## config.mk

```make
export PLATFORM = sky130hd
export DESIGN_NAME = rat_recovery_ctrl_flat
export DESIGN_NICKNAME = d
export VERILOG_FILES = /design/src/rtl/rat_recovery_ctrl_pkg.sv /design/src/rtl/rat_recovery_ctrl_if.sv /design/src/rtl/rat_recovery_ctrl.sv /design/src/flat_wrapper.sv
export SDC_FILE = /design/constraint.sdc
export NUM_CORES = 1
export LEC_CHECK = 0
export BUFFER_PORTS_ARGS = -buffer_cell sky130_fd_sc_hd__buf_2
export CORE_MARGIN = 3
export CORE_UTILIZATION = 34
export CTS_BUF_LIST = sky130_fd_sc_hd__clkbuf_16
export DETAILED_ROUTE_END_ITERATION = 8
export PLACE_DENSITY = 0.86
export SKIP_LAST_GASP = 1
export SYNTH_ARGS = -nofsm -noshare
export SYNTH_HDL_FRONTEND = slang
export SYNTH_SLANG_ARGS = --single-unit
```

## constraint.sdc

```tcl
create_clock -name clk -period 2.8 [get_ports clk]
set_input_delay 0.56 -clock clk [delete_from_list [all_inputs] [get_ports clk]]
set_output_delay 0.56 -clock clk [all_outputs]
set_load 0.01 [all_outputs]
```

## src/rtl/rat_recovery_ctrl_pkg.sv

```systemverilog
// Shared constants and types for the rename-state recovery controller.
//   ARF_DEPTH   number of architectural registers
//   ARF_IDX     architectural register index width
//   PRF_IDX     physical register index width
//   COPY_WIDTH  RRF entries copied into the speculative RAT per cycle
//   rcv_state_t recovery sequencer states
package rat_recovery_ctrl_pkg;

  localparam int ARF_DEPTH  = 32;
  localparam int ARF_IDX    = 5;
  localparam int PRF_IDX    = 6;
  localparam int COPY_WIDTH = 4;

  typedef enum logic [1:0] {
    IDLE    = 2'd0,
    COPY    = 2'd1,
    REBUILD = 2'd2
  } rcv_state_t;

  // Width of the chunk counter; at least one bit so a single-chunk
  // configuration still has a legal counter.
  function automatic int chunk_cnt_w(input int depth, input int cw);
    int n;
    n = $clog2(depth / cw);
    return (n < 1) ? 1 : n;
  endfunction

endpackage

```

## src/rtl/rat_recovery_ctrl_if.sv

```systemverilog
// Signal bundle between the recovery controller and its neighbours
// (ROB flush logic, RRF read ports, RAT write ports, free list).
//   master: the recovery controller
//   slave : the surrounding backend (or a testbench standing in for it)
//
// Free-list handshake: fl_rebuild_req is a level held by the master for as
// long as the rebuild is outstanding; the free list answers with a single
// cycle fl_rebuild_ack pulse, which is only honoured while the request is
// high, and the request drops the cycle after the ack.
interface rat_recovery_ctrl_if #(
  parameter int ARF_IDX    = rat_recovery_ctrl_pkg::ARF_IDX,
  parameter int PRF_IDX    = rat_recovery_ctrl_pkg::PRF_IDX,
  parameter int COPY_WIDTH = rat_recovery_ctrl_pkg::COPY_WIDTH
);

  logic                          flush_req;
  logic                          commit_any;
  logic [COPY_WIDTH*ARF_IDX-1:0] rrf_rd_addr;
  logic [COPY_WIDTH*PRF_IDX-1:0] rrf_rd_data;
  logic [COPY_WIDTH-1:0]         rat_wr_en;
  logic [COPY_WIDTH*ARF_IDX-1:0] rat_wr_arch;
  logic [COPY_WIDTH*PRF_IDX-1:0] rat_wr_phy;
  logic                          fl_rebuild_req;
  logic                          fl_rebuild_ack;
  logic                          busy;
  logic                          proto_err;

  modport master (
    input  flush_req, commit_any, rrf_rd_data, fl_rebuild_ack,
    output rrf_rd_addr, rat_wr_en, rat_wr_arch, rat_wr_phy,
           fl_rebuild_req, busy, proto_err
  );

  modport slave (
    output flush_req, commit_any, rrf_rd_data, fl_rebuild_ack,
    input  rrf_rd_addr, rat_wr_en, rat_wr_arch, rat_wr_phy,
           fl_rebuild_req, busy, proto_err
  );

endinterface

```

## src/rtl/rat_recovery_ctrl.sv

```systemverilog
// Rename-state recovery sequencer. After a flush it walks the retirement
// RAT in COPY_WIDTH-entry chunks, writing each committed mapping into the
// speculative RAT in the same cycle it is read, then asks the free list to
// rebuild and waits for its ack. Rename is stalled (busy) throughout.
// Ports:
//   clk, rst   clock; synchronous active-high reset
//   bus        rat_recovery_ctrl_if master side (flush, RRF read, RAT
//              write, free-list handshake, busy, proto_err)
//   dbg_state  current sequencer state, for observation only
module rat_recovery_ctrl
  import rat_recovery_ctrl_pkg::*;
#(
  parameter int ARF_DEPTH  = rat_recovery_ctrl_pkg::ARF_DEPTH,
  parameter int ARF_IDX    = rat_recovery_ctrl_pkg::ARF_IDX,
  parameter int PRF_IDX    = rat_recovery_ctrl_pkg::PRF_IDX,
  parameter int COPY_WIDTH = rat_recovery_ctrl_pkg::COPY_WIDTH
) (
  input  logic                clk,
  input  logic                rst,
  rat_recovery_ctrl_if.master bus,
  output rcv_state_t          dbg_state
);

  localparam int NCHUNK = ARF_DEPTH / COPY_WIDTH;
  localparam int CNT_W  = chunk_cnt_w(ARF_DEPTH, COPY_WIDTH);
  localparam logic [CNT_W-1:0] LAST_CHUNK = CNT_W'(NCHUNK - 1);

  rcv_state_t       state, state_nxt;
  logic [CNT_W-1:0] cnt, cnt_nxt;
  logic             proto_err_q;

  logic [COPY_WIDTH*ARF_IDX-1:0] addr_v;
  logic [COPY_WIDTH*PRF_IDX-1:0] phy_v;

  // State, chunk counter and sticky protocol error.
  always_ff @(posedge clk) begin
    if (rst) begin
      state       <= IDLE;
      cnt         <= '0;
      proto_err_q <= 1'b0;
    end else begin
      state <= state_nxt;
      cnt   <= cnt_nxt;
      // Nothing may commit while the rename state is being rebuilt.
      if (bus.commit_any && (state != IDLE)) proto_err_q <= 1'b1;
    end
  end

  // Next state. A flush outside IDLE is dropped: recovery already restores
  // the committed map and the ROB is empty, so restarting gains nothing.
  always_comb begin
    state_nxt = state;
    cnt_nxt   = cnt;
    case (state)
      IDLE: begin
        if (bus.flush_req) begin
          state_nxt = COPY;
          cnt_nxt   = '0;
        end
      end
      COPY: begin
        if (cnt == LAST_CHUNK) begin
          state_nxt = REBUILD;
          cnt_nxt   = '0;
        end else begin
          cnt_nxt = cnt + CNT_W'(1);
        end
      end
      REBUILD: begin
        if (bus.fl_rebuild_ack) state_nxt = IDLE;
      end
      default: begin
        state_nxt = IDLE;
        cnt_nxt   = '0;
      end
    endcase
  end

  // Copy datapath: lane i handles entry cnt*COPY_WIDTH + i. Buses read as
  // zero outside COPY so idle cycles never carry stale addresses.
  always_comb begin
    addr_v = '0;
    phy_v  = '0;
    if (state == COPY) begin
      for (int i = 0; i < COPY_WIDTH; i++) begin
        addr_v[i*ARF_IDX +: ARF_IDX] = ARF_IDX'(int'(cnt) * COPY_WIDTH + i);
        phy_v[i*PRF_IDX +: PRF_IDX]  = bus.rrf_rd_data[i*PRF_IDX +: PRF_IDX];
      end
    end
  end

  assign bus.rrf_rd_addr    = addr_v;
  assign bus.rat_wr_arch    = addr_v;
  assign bus.rat_wr_phy     = phy_v;
  // Gated by rst so a reset landing mid-copy never commits a partial chunk.
  assign bus.rat_wr_en      = {COPY_WIDTH{(state == COPY) && !rst}};
  assign bus.fl_rebuild_req = (state == REBUILD);
  assign bus.busy           = (state != IDLE);
  assign bus.proto_err      = proto_err_q;
  assign dbg_state          = state;

endmodule

```

## src/flat_wrapper.sv

```systemverilog
// flat-port wrapper written by rule: the top's interface ports become plain ports
module rat_recovery_ctrl_flat import rat_recovery_ctrl_pkg::*;
#(
  parameter int ARF_DEPTH  = rat_recovery_ctrl_pkg::ARF_DEPTH,
  parameter int ARF_IDX    = rat_recovery_ctrl_pkg::ARF_IDX,
  parameter int PRF_IDX    = rat_recovery_ctrl_pkg::PRF_IDX,
  parameter int COPY_WIDTH = rat_recovery_ctrl_pkg::COPY_WIDTH
)
  (clk, rst, dbg_state, bus_flush_req, bus_commit_any, bus_rrf_rd_data, bus_fl_rebuild_ack, bus_rrf_rd_addr, bus_rat_wr_en, bus_rat_wr_arch, bus_rat_wr_phy, bus_fl_rebuild_req, bus_busy, bus_proto_err);
  rat_recovery_ctrl_if #(.ARF_IDX(ARF_IDX), .PRF_IDX(PRF_IDX), .COPY_WIDTH(COPY_WIDTH)) bus_i ();
  input  logic clk;
  input  logic rst;
  output rcv_state_t dbg_state;
  input wire logic [$bits(bus_i.flush_req)-1:0] bus_flush_req;
  input wire logic [$bits(bus_i.commit_any)-1:0] bus_commit_any;
  input wire logic [$bits(bus_i.rrf_rd_data)-1:0] bus_rrf_rd_data;
  input wire logic [$bits(bus_i.fl_rebuild_ack)-1:0] bus_fl_rebuild_ack;
  output wire logic [$bits(bus_i.rrf_rd_addr)-1:0] bus_rrf_rd_addr;
  output wire logic [$bits(bus_i.rat_wr_en)-1:0] bus_rat_wr_en;
  output wire logic [$bits(bus_i.rat_wr_arch)-1:0] bus_rat_wr_arch;
  output wire logic [$bits(bus_i.rat_wr_phy)-1:0] bus_rat_wr_phy;
  output wire logic [$bits(bus_i.fl_rebuild_req)-1:0] bus_fl_rebuild_req;
  output wire logic [$bits(bus_i.busy)-1:0] bus_busy;
  output wire logic [$bits(bus_i.proto_err)-1:0] bus_proto_err;
  assign bus_i.flush_req = bus_flush_req;
  assign bus_i.commit_any = bus_commit_any;
  assign bus_i.rrf_rd_data = bus_rrf_rd_data;
  assign bus_i.fl_rebuild_ack = bus_fl_rebuild_ack;
  assign bus_rrf_rd_addr = bus_i.rrf_rd_addr;
  assign bus_rat_wr_en = bus_i.rat_wr_en;
  assign bus_rat_wr_arch = bus_i.rat_wr_arch;
  assign bus_rat_wr_phy = bus_i.rat_wr_phy;
  assign bus_fl_rebuild_req = bus_i.fl_rebuild_req;
  assign bus_busy = bus_i.busy;
  assign bus_proto_err = bus_i.proto_err;
  rat_recovery_ctrl #(.ARF_DEPTH(ARF_DEPTH), .ARF_IDX(ARF_IDX), .PRF_IDX(PRF_IDX), .COPY_WIDTH(COPY_WIDTH)) u_core (.clk(clk), .rst(rst), .bus(bus_i), .dbg_state(dbg_state));
endmodule
```

# Yosys cells after proc, flatten, opt, wreduce, memory -nomap -nowiden
# Index checks and enable logic that the tools add are counted.
dict set report totals {
  output_inout_bits 73
  register_bits 6
  in_bits 29
}
dict set report op_classes {
  reduce_logical 7
  addsub 4
  n_mux 9
  n_bitwise 1
  eq_ne 6
}
# op count
set ops {}
lappend ops {{24-bit 2-to-1 mux} 1}
lappend ops {{20-bit 2-to-1 mux} 1}
lappend ops {{5-bit by 2-bit adder with 5-bit output (second input constant)} 2}
lappend ops {{3-bit one-hot mux with 3 select lines} 1}
lappend ops {{2-bit 2-to-1 mux} 3}
lappend ops {{3-bit 2-to-1 mux} 2}
lappend ops {{2-bit one-hot mux with 3 select lines} 1}
lappend ops {{5-bit by 1-bit adder with 5-bit output (second input constant)} 1}
lappend ops {{2-bit != test (second input constant)} 2}
lappend ops {{3-bit by 1-bit adder with 3-bit output (second input constant)} 1}
lappend ops {{3-bit == test (second input constant)} 1}
lappend ops {{3-bit AND reduction} 1}
lappend ops {{2-bit by 1-bit == test with 1-bit output (second input constant)} 1}
lappend ops {{2-bit == test (second input constant)} 1}
lappend ops {{1-bit logical AND} 2}
lappend ops {{2-bit zero test} 1}
lappend ops {{2-bit by 1-bit != test with 1-bit output (second input constant)} 1}
lappend ops {{2-bit AND reduction} 1}
lappend ops {{2-bit nonzero test} 1}
lappend ops {{1-bit zero test} 1}
lappend ops {{1-bit inverter} 1}

# Longest topological paths before layout
# Gate-level depths: netlist of run 1.
dict set report depth {
  ltp_word 3
  ltp_mapped 5
  ltp_nobuf 5
}

# Least setup slack after synthesis of run 1
# OpenSTA, ideal clock, no wires.
dict set report synth_timing {
  path_kind {register -> output}
  from {register u_core.state[0], in the netlist u_core.dbg_state[0]}
  to {output port bus_rat_wr_arch[12]}
  path_stages_with_launch 5
  path_slack_ns 1.019
  t_arrival_ns 1.221
  required_time_ns 2.240
  path_cell_list {dfxtp_1 -> nor2b_4 -> buf_4 -> and2_1 -> buf_4}
}
dict set report synth_via {
  elab_chain_cells 2
}
# item line_no
set synth_lines {}
lappend synth_lines {{start, declared} rat_recovery_ctrl.sv:28} ;# rcv_state_t state, state_nxt;
lappend synth_lines {{start signal, assigned} rat_recovery_ctrl.sv:42} ;# state <= state_nxt;
lappend synth_lines {{2-bit by 1-bit == test with 1-bit output} rat_recovery_ctrl.sv:84} ;# if (state == COPY) begin
lappend synth_lines {{20-bit 2-to-1 mux} rat_recovery_ctrl.sv:84}
lappend synth_lines {{end, declared} flat_wrapper.sv:20} ;# output wire logic [$bits(bus_i.rat_wr_arch)-1:0] bus_rat_wr_arch;
# Every way passes these cells.

# Worst setup path in the final report of run 1
dict set report layout_timing {
  from {register u_core.state[0], in the netlist u_core.dbg_state[0]}
  to {output port bus_rat_wr_arch[18]}
}
# The elaborated chain is that of the path after synthesis.

==> run summary, run 1 <==
status -> finished, final reports clean
Nets -> 195
syn avg cell area -> 7.642 sq um
Hold Path Class -> flop to flop
final hold vios -> 0
cells after synthesis -> 102
setup bufs post-CTS -> 0
global-route wire length before repair -> 2283 microns
Worst Setup Path Type -> flop to output pin
Worst-Margin Slew -> 0.5674 ns
sequential area share after synthesis -> 15.41%
Layout Utilization -> 51.09%
critical path arrival -> 1.63 ns
top-area cell type share of the netlist area -> 40.45%
crit-path max FO -> 39
remaining global-route overflow -> 0
synth top area cells -> buf_4 (40%), and2_1 (22%), dfxtp_1 (15%)
effective utilization at floorplan -> 37.80%
Max VDD drop -> 381.0 uV
Rows -> 16
relative slew slack -> 62.09%
cell taking the most area after synthesis -> buf_4
Final GP Congestion -> 0.6794
Detailed Routing Iterations Pass 1 -> 2
mapped cell area -> 779.5 sq um
Final Critical Period -> 2.191 ns
max-slew violations -> 0
clock latency on the worst-skew pair -> 0.23 ns
total CTS buffers -> 3
final wirelength -> 1895 microns
CTS sink cnt -> 6
Longest Clk Path Bufs -> 2
Pwr Total -> 441.3 uW
Unique masters post-synth -> 20
vias in the first global route -> 547
Worst setup SP type -> flop
Clk pwr share -> 51.7%
Final setup viols -> 0
antenna violations before repair -> 0
Worst Min Path Start -> u_core.bus.proto_err$_SDFFE_PP0P_
Core ar. -> 0.002062 sq mm
largest net degree at the start of global routing -> 40
Crit path required time -> 2.24 ns
leakage power -> 0.0007158 uW
PostCTS Resize Cnt -> 0
final setup TNS -> 0 ns
Psw -> 112.3 uW
hold_buf cts -> 0
CTS clk-pin slew, worst paths -> 0.04 ns
Antenna Cells -> 0
Synth-to-Final Area Change -> 35.15%
HPWL after DPL -> 1602 microns
DRC -> 0
power density cells -> 418.9 mW/mm^2
port bufs -> 93
RSZ-0062 raised after global routing -> false
DIE AREA -> 0.002903 sq mm
combinational fraction of design power -> 27.2%
CTS tree -> done
Yosys reg bits -> 6
Ports -> 102
Max-cap violations -> 0
clk root buf -> clkbuf_16
crit path from -> u_core.dbg_state[0]$_SDFFE_PP0P_
via count -> 753
H-tree depth -> 1
Post-DRT Antenna Nets -> 0
share of layout cells above drive strength 1 -> 60.49%
skew final -> 0.003515 ns
Worst R2R Start -> u_core.dbg_state[0]$_SDFFE_PP0P_
fmax -> 456.3 MHz
Seq pwr share -> 21.1%
final worst path period share -> 78.27%
Avg Vias per Cell -> 3.984
synth warn -> 0
initial drt markers -> 2
GRT Total Usage -> 10.45%
switching share of power -> 25.45%
DIE WIDTH -> 53.88 microns
CP Capture Type -> output pin
Cell Int Power -> 329.0 uW
WL/cell -> 10.03 microns
Die H -> 53.88 microns
## kinds of logic (layout without fill, tap and decap cells)
group	count (synthesis)	count (layout)	share of synthesized area, %
buffers and inverters	45	98	42.86
and+or+nand+nor	42	42	32.42
AOI/OAI and AO/OA	6	6	5.619
DFF	6	6	15.41
adders and majority gates	2	2	3.210
other	1	8	0.4811
## synth_stat cells
cell type and count:
a21oi_1 2, a21oi_2 1, a22oi_1 1, a32oi_1 2, and2_1 27, and2b_1 1, buf_4 42, buf_6 1
conb_1 1, dfxtp_1 6, ha_1 2, inv_1 2, nand2_1 1, nand2b_1 1, nand3_1 1, nor2_1 5
nor2b_1 2, nor2b_4 1, nor3_1 2, or2_1 1
## path summary, 6_finish.rpt
check	to	slack, ns	depth (start not counted)
setup / recovery	bus_rat_wr_arch[18]	0.61	3
hold / removal	u_core.bus.proto_err$_SDFFE_PP0P_	0.47	2
setup reg to reg	u_core.cnt[2]$_SDFFE_PP0P_	1.54	3
hold reg to reg	u_core.bus.proto_err$_SDFFE_PP0P_	0.47	2
## flip-flops by register name, indices dropped and copies added, names as in the netlist
register              count
u_core.cnt                3
u_core.dbg_state          2
u_core.bus.proto_err      1
## cell usage in the layout, fill, tap and decap left out
cell type,instances
or2_1,1
inv_1,2
nand2_1,1
clkbuf_16,3
a22oi_1,1
nand3_1,1
a21oi_1,2
dfxtp_1,6
ha_1,2
buf_2,93
nor2_1,5
and2b_1,1
nand2b_1,1
nor2b_1,2
and2_1,27
nor2b_4,1
a32oi_1,2
a21oi_2,1
conb_1,8
nor3_1,2
## layout make-up
type	count	area (sq um)
timing repair buffer	93	465.4
inverter	2	7.507
fill	210	1008
clock buffer	3	75.07
sequential	6	120.1
multi-input combinational	58	351.6
tap	27	33.78
## layer usage
metal	vias to the layer above	part of all wire, %	global-route usage, %	wire length [microns]
met1	311	35	11.30	670
met3	0	14	2.493	256
met2	51	51	19.96	968
met5	-	0	0	0
met4	0	0	2.553	0
li1	391	-	-	-
## power by group through the flow
stage                     logic (uW)  registers [uW]  clock network [uW]
final                            120            93.0                 228
after global routing             135            93.5                 238
after CTS                        122            93.0                 231
after detailed placement         122            94.1                   0
after global placement           121            93.9                   0
after floorplan                 96.1            94.7                   0
## through the flow
stage / area, sq um / hold slack (ns) / worst slack, ns / cells
final: 1054 / 0.4731 / 0.6085 / 189
after global routing: 1054 / 0.5077 / 0.4232 / 189
after CTS: 1054 / 0.4766 / 0.5728 / 189
after detailed placement: 978.4 / 0.4604 / 0.8157 / 186
after global placement: 978.4 / 0.4499 / 0.8599 / 186
after floorplan: 805.8 / 0.4819 / 1.019 / 109
## critical path, cell delays in order (launching register included)
cell     delay [ns]
dfxtp_1        0.38
nor2b_4        0.53
and2_1         0.31
buf_2          0.17
(Power assumes the default switching activity.)
==> run 2, diff against run 1 <==
Settings changed: CORE_UTILIZATION 34 to 28, PLACE_DENSITY 0.86 to 0.76.
Clock period 2.8 ns to 2 ns, I/O delays scaled along.
==> run 2 against run 1 <==
Critical path depth rose by 1. Die area rose by 19%. Register-to-register slack got worse by 0.69 ns. Hold slack got worse by 0.063 ns. Non-clock buffer count rose by 2. First-iteration DRC count rose to 13 times the previous value. Via count rose by 3.5%. Utilization fell by 9.3 points. Largest cell class unchanged.
==> run summary, run 2 (synthesized netlist as in run 1, its figures left out) <==
status -> finished, final reports clean
Die H -> 58.76 microns
Synth-to-Final Area Change -> 37.56%
Worst Hold Depth -> 3
Worst setup SP type -> flop
CTS clk-pin slew, worst paths -> 0.03 ns
Core ar. -> 0.002567 sq mm
Seq pwr share -> 20.9%
CTS sink cnt -> 6
Ports -> 102
hold_buf cts -> 0
Worst Setup Path Type -> flop to output pin
Longest Clk Path Bufs -> 2
CTS tree -> done
port bufs -> 93
antenna violations before repair -> 0
H-tree depth -> 1
power density cells -> 581.4 mW/mm^2
Cell Int Power -> 464.7 uW
CP Capture Type -> output pin
share of layout cells above drive strength 1 -> 60.98%
multi-input logic area -> 351.6 sq um
critical path arrival -> 1.39 ns
clock latency on the worst-skew pair -> 0.22 ns
most common cell after layout, fill and taps aside -> buf_2
max-slew violations -> 0
skew final -> 0.0001283 ns
crit-path cells -> nor2b_4, buf_4, and2_1, buf_2
largest net degree at the start of global routing -> 18
global-route wire length before repair -> 2780 microns
final wirelength -> 2001 microns
Hold Path Class -> input port to flop
Max-cap violations -> 0
Clk pwr share -> 51.0%
Avg Vias per Cell -> 4.015
initial drt markers -> 25
DRC -> 0
hold_ws -> 0.4097 ns
PostCTS Resize Cnt -> 0
switching share of power -> 25.46%
DIE AREA -> 0.003453 sq mm
max FFs per register -> 3
Fillers -> 267
WL/cell -> 10.31 microns
RSZ-0062 raised after global routing -> false
Layout Utilization -> 41.76%
final worst path period share -> 89.54%
Top reg by flops -> u_core.cnt
effective utilization at floorplan -> 30.36%
Finished Cell Area -> 0.001072 sq mm
DIE WIDTH -> 58.76 microns
Top delay family on crit path -> simple AND/OR/NAND/NOR gates
Max VDD drop -> 367.1 uV
Reg area -> 120.1 sq um
CP peak stage delay -> 0.38 ns
vias in the first global route -> 616
Layout Cells excl Fill -> 194
Nets -> 197
Crit path required time -> 1.60 ns
total CTS buffers -> 3
commonest non-fill, non-tap cells in the layout -> buf_2 (93), and2_1 (27), conb_1 (8)
Final Critical Period -> 1.791 ns
GRT Total Usage -> 10.59%
Reg2Reg Depth -> 5
crit-path max FO -> 17
Worst Path Buf+Inv -> 2
Post-DP Area -> 997.2 sq um
critical path's slowest cell -> dfxtp_1
setup bufs post-CTS -> 0
Final GP Congestion -> 0.7502
HPWL after DPL -> 1770 microns
Rows -> 18
Post-DRT Antenna Nets -> 0
via count -> 779
final hold vios -> 0
post-placement cell count -> 191
Detailed Routing Iterations Pass 1 -> 4
clk root buf -> clkbuf_16
final setup TNS -> 0 ns
leakage power -> 0.0007261 uW
Antenna Cells -> 0
cell depth of the worst setup path -> 4
fmax -> 558.4 MHz
remaining global-route overflow -> 0
combinational fraction of design power -> 28.1%
Final setup viols -> 0
Psw -> 158.7 uW
## run 2: cell count changes in the layout (fill, tap and decap cells not counted), sizes merged
cell / delta
buf: +2
## run 2: layout make-up
class	count	share of cell area, %
well taps	30	3.501
flip-flops and latches	6	11.20
clock buffers	3	7.001
multi-input cells	58	32.79
inverters	2	0.7001
repair buffers	95	44.81
## run 2: path summary, 6_finish.rpt
check	from	to	slack [ns]
max	u_core.dbg_state[0]$_SDFFE_PP0P_	bus_rat_wr_phy[13]	0.21
min	bus_commit_any	u_core.bus.proto_err$_SDFFE_PP0P_	0.41
max reg2reg	u_core.cnt[0]$_SDFFE_PP0P_	u_core.cnt[1]$_SDFFE_PP0P_	0.85
min reg2reg	u_core.bus.proto_err$_SDFFE_PP0P_	u_core.bus.proto_err$_SDFFE_PP0P_	0.47
## run 2: power groups by stage
stage	clock [uW]	combinational [uW]	sequential, uW
floorplan	0	135	133
global placement	0	176	131
detailed placement	0	177	132
CTS	324	178	130
global route	334	194	131
finish	318	175	130
## run 2: stage by stage
stage,power [uW],setup slack [ns]
finish,623.4,0.2091
global route,659.9,0.06213
CTS,632.2,0.1907
detailed placement,309.1,0.4360
global placement,307.0,0.4754
floorplan,267.0,0.3793
## run 2: metal layers
metal / up-vias / wire (microns) / GRT usage [%]
met1: 321 / 671 / 11.49
met3: 2 / 311 / 4.825
met2: 62 / 1007 / 17.98
met5: - / 0 / 0
met4: 0 / 10 / 3.883
li1: 394 / - / -
## run 2: worst reg2reg max path, delay by kind of cell (launching register included)
family	cells	cell delay [ns]
adders and majority gates	2	0.40
DFF	1	0.36
and+or+nand+nor	2	0.13
AOI/OAI and AO/OA	1	0.14
